<file path="config.mk">
export PLATFORM = sky130hd
export DESIGN_NAME = nes_debugger_step_controller_flat
export DESIGN_NICKNAME = d
export VERILOG_FILES = /design/src/rtl/nes_debugger_step_controller_if.sv /design/src/rtl/nes_debugger_step_controller.sv /design/src/flat_wrapper.sv
export SDC_FILE = /design/constraint.sdc
export NUM_CORES = 1
export LEC_CHECK = 0
export ABC_AREA = 1
export BUFFER_PORTS_ARGS = -buffer_cell sky130_fd_sc_hd__buf_2
export CELL_PAD_IN_SITES_DETAIL_PLACEMENT = 1
export CELL_PAD_IN_SITES_GLOBAL_PLACEMENT = 1
export CORE_AREA = 2 2 83 101
export CTS_CLUSTER_DIAMETER = 30
export DETAILED_ROUTE_END_ITERATION = 10
export DIE_AREA = 0 0 85 103
export PLACE_DENSITY = 0.86
export SLEW_MARGIN = 20
export SYNTH_ARGS = -nofsm -noshare
export SYNTH_HDL_FRONTEND = slang
export SYNTH_SLANG_ARGS = --single-unit
export TNS_END_PERCENT = 100
</file>
<file path="constraint.sdc">
create_clock -name i_clk -period 2.5 [get_ports i_clk]
set_input_delay 0.125 -clock i_clk [delete_from_list [all_inputs] [get_ports i_clk]]
set_output_delay 0.125 -clock i_clk [all_outputs]
set_load 0.1 [all_outputs]
</file>
<file path="src/rtl/nes_debugger_step_controller_if.sv">
// Value-ID bus shared with the debugger value bank.
interface nes_debugger_step_controller_if;
  logic        i_ena;
  logic        i_wea;
  logic [15:0] i_id;
  logic [15:0] i_data;
  logic [15:0] o_data;

  modport master (output i_ena, output i_wea, output i_id, output i_data, input o_data);
  modport slave  (input i_ena, input i_wea, input i_id, input i_data, output o_data);
endinterface

</file>
<file path="src/rtl/nes_debugger_step_controller.sv">
// Debugger execution sequencer: gates the CPU cycle enable to give halt,
// single-instruction step and run-to-breakpoint, and exposes its control
// and status on value IDs 3..8.
module nes_debugger_step_controller #(
  parameter logic [15:0] STEP_TIMEOUT = 16'd64
) (
  input  logic                                 i_clk,
  input  logic                                 i_reset,
  nes_debugger_step_controller_if.slave        bus,
  input  logic                                 i_cpu_sync,
  input  logic [15:0]                          i_cpu_address,
  output logic                                 o_cpu_clk_en
);

  typedef enum logic [1:0] {ST_HALTED, ST_STEP, ST_RUN} state_e;

  localparam logic [15:0] ID_STEP   = 16'd3;
  localparam logic [15:0] ID_RUN    = 16'd4;
  localparam logic [15:0] ID_BADDR  = 16'd5;
  localparam logic [15:0] ID_BEN    = 16'd6;
  localparam logic [15:0] ID_CYCLES = 16'd7;
  localparam logic [15:0] ID_STATUS = 16'd8;

  state_e      state_q, state_d;
  logic [15:0] cycles_q, cycles_d;
  logic [15:0] break_addr_q, break_addr_d;
  logic        break_en_q, break_en_d;
  logic        break_hit_q, break_hit_d;
  logic        timeout_q, timeout_d;

  logic        wr;
  logic        boundary;
  logic        bp_hit;
  logic        step_last;

  // State and register file; reset returns everything to the halted, cleared state
  always_ff @(posedge i_clk) begin
    if (i_reset) begin
      state_q      <= ST_HALTED;
      cycles_q     <= 16'd0;
      break_addr_q <= 16'd0;
      break_en_q   <= 1'b0;
      break_hit_q  <= 1'b0;
      timeout_q    <= 1'b0;
    end else begin
      state_q      <= state_d;
      cycles_q     <= cycles_d;
      break_addr_q <= break_addr_d;
      break_en_q   <= break_en_d;
      break_hit_q  <= break_hit_d;
      timeout_q    <= timeout_d;
    end
  end

  // Stop detection, CPU cycle enable and combinational read mux
  always_comb begin
    wr        = bus.i_ena && bus.i_wea;
    // CYCLES != 0 keeps a start from halting on the fetch it is parked on
    boundary  = i_cpu_sync && (cycles_q != 16'd0);
    bp_hit    = break_en_q && i_cpu_sync && (i_cpu_address == break_addr_q)
                && (cycles_q != 16'd0);
    case (state_q)
      ST_STEP: o_cpu_clk_en = !boundary;
      ST_RUN:  o_cpu_clk_en = !bp_hit;
      default: o_cpu_clk_en = 1'b0;
    endcase
    bus.o_data = 16'd0;
    if (bus.i_ena) begin
      case (bus.i_id)
        ID_STEP:   bus.o_data = {15'd0, state_q == ST_STEP};
        ID_RUN:    bus.o_data = {15'd0, state_q == ST_RUN};
        ID_BADDR:  bus.o_data = break_addr_q;
        ID_BEN:    bus.o_data = {15'd0, break_en_q};
        ID_CYCLES: bus.o_data = cycles_q;
        ID_STATUS: bus.o_data = {12'd0, timeout_q, break_hit_q,
                                 state_q == ST_RUN, state_q != ST_HALTED};
        default:   bus.o_data = 16'd0;
      endcase
    end
  end

  // Next-state: starts, stops, watchdog, cycle counter and breakpoint registers
  always_comb begin
    state_d      = state_q;
    cycles_d     = cycles_q;
    break_addr_d = break_addr_q;
    break_en_d   = break_en_q;
    break_hit_d  = break_hit_q;
    timeout_d    = timeout_q;
    // This enabled cycle is the one that brings CYCLES up to the limit
    step_last    = ({1'b0, cycles_q} + 17'd1) >= {1'b0, STEP_TIMEOUT};

    if (o_cpu_clk_en && (cycles_q != 16'hFFFF))
      cycles_d = cycles_q + 16'd1;
    if (wr && (bus.i_id == ID_BADDR))
      break_addr_d = bus.i_data;
    if (wr && (bus.i_id == ID_BEN))
      break_en_d = bus.i_data[0];

    case (state_q)
      ST_HALTED: begin
        if (wr && (bus.i_id == ID_STEP) && (bus.i_data == 16'd1)) begin
          state_d     = ST_STEP;
          cycles_d    = 16'd0;
          break_hit_d = 1'b0;
          timeout_d   = 1'b0;
        end else if (wr && (bus.i_id == ID_RUN) && (bus.i_data == 16'd1)) begin
          state_d     = ST_RUN;
          cycles_d    = 16'd0;
          break_hit_d = 1'b0;
          timeout_d   = 1'b0;
        end
      end
      ST_STEP: begin
        if (boundary) begin
          state_d = ST_HALTED;
        end else if (o_cpu_clk_en && step_last) begin
          state_d   = ST_HALTED;
          timeout_d = 1'b1;
        end
      end
      ST_RUN: begin
        if (bp_hit) begin
          state_d     = ST_HALTED;
          break_hit_d = 1'b1;
        end
      end
      default: state_d = ST_HALTED;
    endcase

    // Halt/abort overrides everything; flags set above are kept
    if (wr && (bus.i_id == ID_RUN) && (bus.i_data == 16'd0))
      state_d = ST_HALTED;
  end

endmodule

</file>
<file path="src/flat_wrapper.sv">
// flat-port wrapper written by rule: the top's interface ports become plain ports
module nes_debugger_step_controller_flat 
#(
  parameter logic [15:0] STEP_TIMEOUT = 16'd64
)
  (i_clk, i_reset, i_cpu_sync, i_cpu_address, o_cpu_clk_en, bus_i_ena, bus_i_wea, bus_i_id, bus_i_data, bus_o_data);
  nes_debugger_step_controller_if bus_i ();
  input  logic i_clk;
  input  logic i_reset;
  input  logic i_cpu_sync;
  input  logic [15:0] i_cpu_address;
  output logic o_cpu_clk_en;
  input wire logic [$bits(bus_i.i_ena)-1:0] bus_i_ena;
  input wire logic [$bits(bus_i.i_wea)-1:0] bus_i_wea;
  input wire logic [$bits(bus_i.i_id)-1:0] bus_i_id;
  input wire logic [$bits(bus_i.i_data)-1:0] bus_i_data;
  output wire logic [$bits(bus_i.o_data)-1:0] bus_o_data;
  assign bus_i.i_ena = bus_i_ena;
  assign bus_i.i_wea = bus_i_wea;
  assign bus_i.i_id = bus_i_id;
  assign bus_i.i_data = bus_i_data;
  assign bus_o_data = bus_i.o_data;
  nes_debugger_step_controller #(.STEP_TIMEOUT(STEP_TIMEOUT)) u_core (.i_clk(i_clk), .i_reset(i_reset), .bus(bus_i), .i_cpu_sync(i_cpu_sync), .i_cpu_address(i_cpu_address), .o_cpu_clk_en(o_cpu_clk_en));
endmodule
</file>
==> results of run 1 <==
-- power by group --
part	switching, mW	internal, mW
sequential	0.00000171	0.589
clock	0.245	0.325
combinational	0.0588	0.0463
-- cell usage in the layout, fill, tap and decap left out, types with 3 or more instances in the layout --
| master | count |
|---|---|
| sky130_fd_sc_hd__clkbuf_8 | 6 |
| sky130_fd_sc_hd__buf_12 | 16 |
| sky130_fd_sc_hd__ha_1 | 6 |
| sky130_fd_sc_hd__nand2_2 | 9 |
| sky130_fd_sc_hd__buf_2 | 52 |
| sky130_fd_sc_hd__nor2_2 | 5 |
| sky130_fd_sc_hd__o21ai_0 | 41 |
| sky130_fd_sc_hd__nand2_1 | 93 |
| sky130_fd_sc_hd__inv_1 | 64 |
| sky130_fd_sc_hd__xor2_1 | 6 |
| sky130_fd_sc_hd__nor3_2 | 3 |
| sky130_fd_sc_hd__buf_4 | 5 |
| sky130_fd_sc_hd__o22ai_1 | 5 |
| sky130_fd_sc_hd__nand4_1 | 12 |
| sky130_fd_sc_hd__dfxtp_1 | 37 |
| sky130_fd_sc_hd__nand3_1 | 19 |
| sky130_fd_sc_hd__a21oi_1 | 38 |
| sky130_fd_sc_hd__nor2_4 | 5 |
| sky130_fd_sc_hd__a22oi_1 | 12 |
| sky130_fd_sc_hd__nor2_1 | 66 |
-- critical path, delay by kind of cell, from the launching register on --
family	cells	cell delay, ps
buffers and inverters	3	560
adders and majority gates	1	180
DFF	1	360
and+or+nand+nor	9	770
-- metal layers --
layer | share of wire | track usage | up-vias | wire length [um]
met5 | 0 | 0 | - | 0
met3 | 0.033 | 0.0280 | 14 | 323
met1 | 0.40 | 0.262 | 1586 | 3870
met4 | 0.018 | 0.0708 | 0 | 170
met2 | 0.55 | 0.449 | 69 | 5300
li1 | - | - | 1627 | -
-- registers in the layout, summed over array words and instances (netlist names) --
| name | cells |
|---|---|
| u_core.break_hit_q | 1 |
| u_core.cycles_q | 16 |
| u_core.break_addr_q | 16 |
| u_core.state_q | 2 |
| u_core.timeout_q | 1 |
| u_core.break_en_q | 1 |
-- final timing paths --
kind	start	end	slack [ps]	cells after the start
worst max-delay path	u_core.cycles_q[0]	o_cpu_clk_en	230	13
worst min-delay path	i_reset	u_core.break_hit_q	110	2
worst max register to register	u_core.cycles_q[0]	u_core.cycles_q[15]	240	15
worst min register to register	u_core.state_q[0]	u_core.state_q[0]	490	2
-- logic make-up (layout without fill, tap and decap cells) --
kind of cell    after synthesis  in the layout  synth area share
simple gates                222            222             0.360
xor+xnor                      7              7            0.0219
flops                        37             37             0.265
compound gates              107            107             0.216
buf+inv                      77            148             0.111
fa+ha+maj                     6              6            0.0269
-- cell type report --
cell class / count / area share
Multi-Input combinational cell: 342 / 0.486
Sequential cell: 37 / 0.206
Timing Repair Buffer: 73 / 0.172
Inverter: 67 / 0.0705
Tap cell: 95 / 0.0330
Clock buffer: 6 / 0.0229
Clock inverter: 2 / 0.0104
-- per-stage QoR --
stage / hold slack [ps] / setup TNS (ps) / utilization / total power, mW / area (um2)
after floorplan: 194 / -1480 / - / 0.643 / 2800
final: 108 / 0 / 0.457 / 1.26 / 3600
after global routing: 137 / 0 / 0.457 / 1.30 / 3600
after global placement: 384 / 0 / 0.441 / 0.703 / 3470
after CTS: 109 / 0 / 0.456 / 1.27 / 3590
after detailed placement: 418 / 0 / 0.441 / 0.707 / 3470
==> run metrics, run 1 <==
via count of the first global-routing pass approximately 3500; diodes inserted 0; cell with the most instances after synthesis sky130_fd_sc_hd__nand2_1; setup slack of the critical path after layout 227 ps; setup slack at placement 93.6 ps; clock latency reported for the late side of the worst-skew pair about 300 ps; Die Footprint ~8800 um2; Initial Utilization 0.355; worst ir drop on vdd between 0.2 and 0.25 mV; number of synthesis warnings 0; Synth top area share 0.265; die height between 100 and 150 um; area of the multi-input gates roughly 1800 um2; vias per cell roughly 5.3; CTS hold repair buffers 0; share of flip-flops with an asynchronous set or reset after synthesis 0; pin count of the biggest net entering global routing 33; max-cap check violation count 0; Core Region 7880 um2; final number of max-transition violations 0; Area contributors post-synth sky130_fd_sc_hd__dfxtp_1, sky130_fd_sc_hd__nand2_1, sky130_fd_sc_hd__nor2_1, sky130_fd_sc_hd__inv_1, sky130_fd_sc_hd__o21ai_0; type of element launching the critical path register; type of the worst setup path reg2out; synthesized area per cell 6.13 um2; clock sink count 37; PwrDens roughly 350 nW/um2; total half-perimeter wirelength after legalization and detailed placement 7.62 mm; top fanout value on the critical path 5; CP Data Arrival Time 2150 ps; overall die width 85 um; count of placed standard cells in the final layout, fillers left out just over 600; post-detailed-routing wire length between 9 and 10 mm; cell area after synthesis 2800 um2; final hold violation count 0; site row count 36; post-route DRC violation count 0; Least-Margin Pin Slew 698 ps; CTS max path bufs 2; CTS clk-pin slew, worst paths roughly 90 ps; most frequent CP cell sky130_fd_sc_hd__nand2_1; crit path capture type primary output; post-synthesis cell type count 39; relative max-transition margin 0.535; filler cell count around 1100; number of placed I/O pins 70; number of routed nets with antenna violations 0; total leakage power 1.49 nW; H-tree depth reported by CTS 2; Resized cells post-CTS 0; peak clock frequency supported by timing about 440 MHz; result of the run completed; DR WL/cell approximately 16 um; Critical Path, Cell by Cell inv_1 > ha_1 > nand3_1 > nor2_1 > nand2_1 > nand2_1 > nor2_1 > nand3_1 > nand2_1 > nand2_1 > nand2_2 > inv_1 > buf_4; top flip-flop cell by instance count after synthesis sky130_fd_sc_hd__dfxtp_1; number of CTS-inserted buffers 5; Layout area overhead 28.9%; Placer Congestion about 0.89; final number of setup-violating endpoints 0; number of nets in the layout 585; Crit path largest cell delay 360 ps; overflow left after global routing 0; Root Buffer sky130_fd_sc_hd__clkbuf_8; Final min period 2270 ps; top cell type by total area after synthesis sky130_fd_sc_hd__dfxtp_1; layout cells sized above 1 0.211; via total after detailed routing 3296; type of the worst min-delay path in2reg; Tcrit/Tclk final 0.909; Overall Global Routing Usage 0.231; Post-Place Cells 614; final worst clock skew ~10 ps; flip-flop and latch count after synthesis 37; violation count after the first detailed-route iteration 154; EDFF count, synth 0; post-CTS setup buffer count 0; CP Data Required Time between 2000 and 2500 ps; # port buffers 69; share of synthesized area occupied by flip-flops and latches 0.265; CTS tree done; synthesized netlist net count between 500 and 600; slowest library cell on the worst path sky130_fd_sc_hd__dfxtp_1; wire length of the first global-routing pass 16.3 mm; first-pass detailed-route iteration total 4; leading post-synthesis cells by instance count sky130_fd_sc_hd__nand2_1, sky130_fd_sc_hd__nor2_1, sky130_fd_sc_hd__inv_1, sky130_fd_sc_hd__o21ai_0, sky130_fd_sc_hd__a21oi_1; unrepaired setup endpoints after global routing false; area taken by flip-flops and latches 741 um2; number of antenna violations at the first check in global routing 0; post-synthesis cell count 456
(Power assumes the default switching activity.)
==> run 2: changes to the inputs <==
--- a/config.mk
+++ b/config.mk
@@ -14,6 +14,7 @@
 export DETAILED_ROUTE_END_ITERATION = 10
 export DIE_AREA = 0 0 85 103
 export PLACE_DENSITY = 0.86
+export RECOVER_POWER = 50
 export SLEW_MARGIN = 20
 export SYNTH_ARGS = -nofsm -noshare
 export SYNTH_HDL_FRONTEND = slang
==> run metrics, run 2 (synthesis results as in run 1) <==
result of the run completed; CTS clk-pin slew, worst paths 80 ps (about the same); H-tree depth reported by CTS 2 (unchanged); biggest regs u_core.break_addr_q: 16 flops, u_core.cycles_q: 16 flops, u_core.state_q: 2 flops; CP Data Arrival Time 2420 ps (+270 ps); total leakage power 1.48 nW (-0.95%); worst reg2reg startpoint u_core.cycles_q[0]; Initial Utilization 0.355 (unchanged); Least-Margin Pin Slew 722 ps (+24.3 ps); hold wc startpoint i_reset; Final min period 2240 ps (-30.1 ps); CTS max path bufs 2 (unchanged); top fanout value on the critical path 19 (+14); clock sink count 37 (unchanged); worst reg-to-reg path cell count 15 (unchanged); peak clock frequency supported by timing 446 MHz (+1.3%); diodes inserted 0 (unchanged); Die Footprint 8760 um2 (unchanged); destination of the worst hold path u_core.break_hit_q; Layout area overhead 27.3%; first-pass detailed-route iteration total 4 (unchanged); most frequent standard cell in the layout excluding fill and tap cells sky130_fd_sc_hd__nand2_1; total half-perimeter wirelength after legalization and detailed placement 7.62 mm (unchanged); number of nets in the layout 585 (unchanged); site row count 36 (unchanged); DR WL/cell 15.5 um (-0.34%); overflow left after global routing 0 (unchanged); number of CTS-inserted buffers 5 (unchanged); layout cells sized above 1 0.201 (-0.00949); unrepaired setup endpoints after global routing false; Hold Path Stages 2 (unchanged); via total after detailed routing 3291 (-0.15%); type of the worst min-delay path in2reg; number of routed nets with antenna violations 0 (unchanged); FF-to-FF End u_core.cycles_q[15]; Root Buffer sky130_fd_sc_hd__clkbuf_8; worst ir drop on vdd 0.223 mV (-1.8%); wire length of the first global-routing pass 16.3 mm (unchanged); # port buffers 69 (unchanged); end-of-flow core utilization 0.452 (-0.00540); final number of max-transition violations 0 (unchanged); post-route DRC violation count 0 (unchanged); type of the worst setup path reg2reg; CTS tree done; Core Region 7880 um2 (unchanged); number of antenna violations at the first check in global routing 0 (unchanged); overall die width 85 um (unchanged); clock latency reported for the late side of the worst-skew pair 300 ps (about the same); final number of setup-violating endpoints 0 (unchanged); CTS hold repair buffers 0 (unchanged); slack of the worst reg-to-reg path 260 ps (+20 ps); relative max-transition margin 0.518 (-0.0162); post-detailed-routing wire length 9.62 mm (-0.34%); final design area excluding fillers 3560 um2 (-1.2%); via count of the first global-routing pass 3525 (unchanged); Placer Congestion 0.886 (unchanged); vias per cell 5.29 (-0.15%); max-cap check violation count 0 (unchanged); Post-DP Area 3470 um2 (unchanged); Overall Global Routing Usage 0.231 (unchanged); crit path capture type register; die height 103 um (unchanged); PwrDens 354 nW/um2 (+0.83%); pin count of the biggest net entering global routing 33 (unchanged); CP Data Required Time 2680 ps (+300 ps); commonest non-fill, non-tap cells in the layout sky130_fd_sc_hd__nand2_1, sky130_fd_sc_hd__nor2_1, sky130_fd_sc_hd__inv_1; Tcrit/Tclk final 0.897 (-0.0120); final hold violation count 0 (unchanged); violation count after the first detailed-route iteration 151 (-1.9%); number of placed I/O pins 70 (unchanged); type of element launching the critical path register; final worst clock skew 8.28 ps (-2.09 ps)
==> run 2: cell count changes in the layout (fill, tap and decap cells not counted), sizes merged <==
cell	before	now
buf	73	70
clkbuf	6	9
==> run 2: report_power, final <==
| part | internal [mW] | switching, mW |
|---|---|---|
| logic | 0.0463 | 0.0586 |
| registers | 0.589 | 0.00000169 |
| clock network | 0.325 | 0.241 |
| total | 0.960 | 0.299 |
==> run 2: area by class of cell <==
| cell class | count | area (um2) |
|---|---|---|
| Clock inverter | 2 | 37.5 |
| Sequential cell | 37 | 741 |
| Timing Repair Buffer | 73 | 601 |
| Clock buffer | 6 | 82.6 |
| Multi-Input combinational cell | 342 | 1730 |
| Inverter | 67 | 254 |
| Tap cell | 95 | 119 |
| Fill cell | 1084 | 4320 |
==> run 2: layer usage <==
layer  track usage  routed length (um)
met5             0                   0
met4        0.0708                 213
met3        0.0280                 305
met2         0.449                5260
met1         0.262                3840
==> run 2: critical path, stage by stage, from the launching register on <==
cell and delay (ps):
sky130_fd_sc_hd__dfxtp_1 360, sky130_fd_sc_hd__inv_1 180, sky130_fd_sc_hd__ha_1 170, sky130_fd_sc_hd__nand3_1 80, sky130_fd_sc_hd__nor2_1 110, sky130_fd_sc_hd__nand2_1 60
sky130_fd_sc_hd__nand2_1 90, sky130_fd_sc_hd__nor2_1 50, sky130_fd_sc_hd__nand3_1 50, sky130_fd_sc_hd__nand2_1 70, sky130_fd_sc_hd__nand2_1 110, sky130_fd_sc_hd__nand2_2 100
sky130_fd_sc_hd__nor2_4 220, sky130_fd_sc_hd__inv_4 140, sky130_fd_sc_hd__o21ai_0 240, sky130_fd_sc_hd__a21oi_1 80
==> run 2: repair_timing <==
action / in CTS / in global routing
setup endpoints to repair: 0 / 16
gates resized for setup: 0 / 4
buffers inserted: 0 / 0
==> run 2: through the flow <==
stage	hold slack [ps]	total power, mW	setup slack [ps]	TNS [ps]	cells
6_report	109	1.26	257	0	622
5_1_grt	138	1.30	10.8	0	622
4_1_cts	109	1.27	76.4	0	622
3_5_place_dp	418	0.707	93.6	0	614
3_3_place_gp	384	0.703	283	0	614
2_1_floorplan	194	0.643	-144	-1480	456
==> run 2: worst max-delay path by stage <==
| stage | start | end | slack (ps) | cells after the start |
|---|---|---|---|---|
| floorplan | bus_i_id[15] | bus_o_data[10] | -140 | 10 |
| global placement | bus_i_id[15] | bus_o_data[15] | 280 | 11 |
| detailed placement | bus_i_id[15] | bus_o_data[15] | 90 | 11 |
| CTS | bus_i_id[15] | bus_o_data[15] | 80 | 11 |
| global route | u_core.cycles_q[0] | u_core.state_q[1] | 10 | 15 |
| finish | u_core.cycles_q[0] | u_core.cycles_q[15] | 260 | 15 |
==> run 3: changes to the inputs <==
--- a/config.mk
+++ b/config.mk
@@ -13,7 +13,7 @@
 export CTS_CLUSTER_DIAMETER = 30
 export DETAILED_ROUTE_END_ITERATION = 10
 export DIE_AREA = 0 0 85 103
-export PLACE_DENSITY = 0.86
+export PLACE_DENSITY_LB_ADDON = 0.1
 export RECOVER_POWER = 50
 export SLEW_MARGIN = 20
 export SYNTH_ARGS = -nofsm -noshare
==> run metrics, run 3 (synthesis results as in run 1) <==
site row count 36 (unchanged); via total after detailed routing 3210 (-2.5%); final hold violation count 0 (unchanged); Tot Pwr 1.15 mW (-8.9%); uppermost routed layer met4; DR WL/cell 14.9 um (-3.6%); H-tree depth reported by CTS 2 (unchanged); Least-Margin Pin Slew 746 ps (+23.3 ps); setup TNS 0 ps (unchanged); relative max-transition margin 0.503 (-0.0156); type of element launching the critical path register; final worst clock skew 9.63 ps (+1.35 ps); post-detailed-routing wire length 9.27 mm (-3.6%); part of the total power dissipated in the clock network 0.397 (-0.052); Crit path largest cell delay 360 ps (about the same); vias per cell 5.16 (-2.5%); Overall Global Routing Usage 0.217 (-0.0140); violation count after the first detailed-route iteration 81 (-46%); end-of-flow core utilization 0.447 (-0.00413); slack of the worst reg-to-reg path 280 ps (+20 ps); Die Footprint 8760 um2 (unchanged); pin count of the biggest net entering global routing 33 (unchanged); Core Region 7880 um2 (unchanged); die height 103 um (unchanged); CTS tree done; Internal Pwr Total 0.829 mW (-14%); biggest regs u_core.break_addr_q: 16 flops, u_core.cycles_q: 16 flops, u_core.state_q: 2 flops; Hold Path Stages 2 (unchanged); most frequent standard cell in the layout excluding fill and tap cells sky130_fd_sc_hd__nand2_1; final number of max-transition violations 0 (unchanged); commonest non-fill, non-tap cells in the layout sky130_fd_sc_hd__nand2_1, sky130_fd_sc_hd__nor2_1, sky130_fd_sc_hd__inv_1; worst hold margin 65.6 ps (-43.3 ps); unrepaired setup endpoints after global routing false; diodes inserted 0 (unchanged); worst ir drop on vdd 0.306 mV (+37%); Final min period 2260 ps (+18.8 ps); layout cells sized above 1 0.199 (-0.00190); result of the run completed; type of the worst setup path reg2out; crit path capture type primary output; NetSw 0.318 mW (+6.1%); area taken by flip-flops and latches 741 um2 (unchanged); Tcrit/Tclk final 0.905 (+0.00753); overflow left after global routing 0 (unchanged); # port buffers 69 (unchanged); slowest library cell on the worst path sky130_fd_sc_hd__dfxtp_1; final number of setup-violating endpoints 0 (unchanged); Logic pwr share 0.090 (+0.007); worst reg-to-reg path cell count 15 (unchanged); final design area excluding fillers 3530 um2 (-0.91%); PwrDens 325 nW/um2 (-8.1%); Critical Path, Cell by Cell inv_1 > ha_1 > nand3_1 > nor2_1 > nand2_1 > nand2_1 > nor2_1 > nand3_1 > nand2_1 > nand2_1 > nand2_2 > inv_1 > buf_4; total half-perimeter wirelength after legalization and detailed placement 7.58 mm (-0.51%); type of the worst min-delay path in2reg; max-cap check violation count 0 (unchanged); Placer Congestion 0.904 (+2.1%); number of antenna violations at the first check in global routing 0 (unchanged); number of placed I/O pins 70 (unchanged); Post-DP Area 3470 um2 (unchanged); Initial Utilization 0.355 (unchanged); wire length of the first global-routing pass 15.2 mm (-6.8%); sequential share of power 0.513 (+0.045); most frequent CP cell sky130_fd_sc_hd__nand2_1; top fanout value on the critical path 5 (-14); number of CTS-inserted buffers 5 (unchanged); via count of the first global-routing pass 3167 (-10%); filler cell count 1089 (+0.46%); first-pass detailed-route iteration total 4 (unchanged); clock latency reported for the late side of the worst-skew pair 310 ps (about the same); sum of met2 wire segment lengths after detailed routing 4.86 mm (-7.6%); Layout area overhead 26.2%; number of nets in the layout 585 (unchanged); Root Buffer sky130_fd_sc_hd__clkbuf_8; peak clock frequency supported by timing 442 MHz (-0.83%); DR WL met3 247 um (-19%); CP Data Required Time 2380 ps (-300 ps); clock sink count 37 (unchanged); overall die width 85 um (unchanged); area of the multi-input gates 1730 um2 (+0.44%); CTS clk-pin slew, worst paths 90 ps (about the same); share of total power consumed by net switching 0.277 (+0.0391); CTS max path bufs 2 (unchanged); total leakage power 1.46 nW (-0.89%); length of routed wiring on met1 4.08 mm (+6.3%); CP Data Arrival Time 2140 ps (-280 ps); number of routed nets with antenna violations 0 (unchanged); post-route DRC violation count 0 (unchanged)
-- run 3: metrics by stage --
step,instances,worst slack (ps)
4_1_cts,622,79.3
3_3_place_gp,614,348
3_5_place_dp,614,134
6_report,622,238
2_1_floorplan,456,-144
5_1_grt,622,35.1
-- run 3: routing by layer --
layer,GRT usage,vias to the layer above
met3,0.0344,8
met1,0.263,1532
li1,-,1625
met2,0.405,45
met5,0,-
met4,0.0464,0
-- run 3: timing repair --
action / CTS / global route
hold buffers: 0 / 0
setup endpoints to repair: 0 / 16
buffers inserted: 0 / 0
resized for setup: 0 / 3
-- run 3: layout make-up --
class | count | area share
multi-input cells | 342 | 0.491
clock buffers | 6 | 0.0206
inverters | 67 | 0.0713
clock inverters | 2 | 0.00284
flip-flops and latches | 37 | 0.210
well taps | 95 | 0.0337
repair buffers | 73 | 0.170
-- run 3: critical path: cells and delay by family, from the launching register on --
kind,cells,cell delay [ps]
buffers and inverters,3,550
adder cells (fa/ha/maj),1,180
AND/OR/NAND/NOR,9,740
flip-flops,1,360
-- run 3: final timing paths --
check	end	start
hold reg to reg	u_core.break_addr_q[6]	u_core.break_addr_q[6]
setup reg to reg	u_core.cycles_q[12]	u_core.cycles_q[0]
setup / recovery	o_cpu_clk_en	u_core.cycles_q[0]
hold / removal	u_core.break_hit_q	i_reset
-- run 3: power groups by stage --
stage | Clock (mW) | Sequential (mW) | Combinational (mW)
2_1_floorplan | 0 | 0.603 | 0.0409
3_3_place_gp | 0 | 0.603 | 0.100
3_5_place_dp | 0 | 0.603 | 0.104
4_1_cts | 0.461 | 0.589 | 0.104
5_1_grt | 0.471 | 0.589 | 0.116
6_report | 0.456 | 0.589 | 0.103
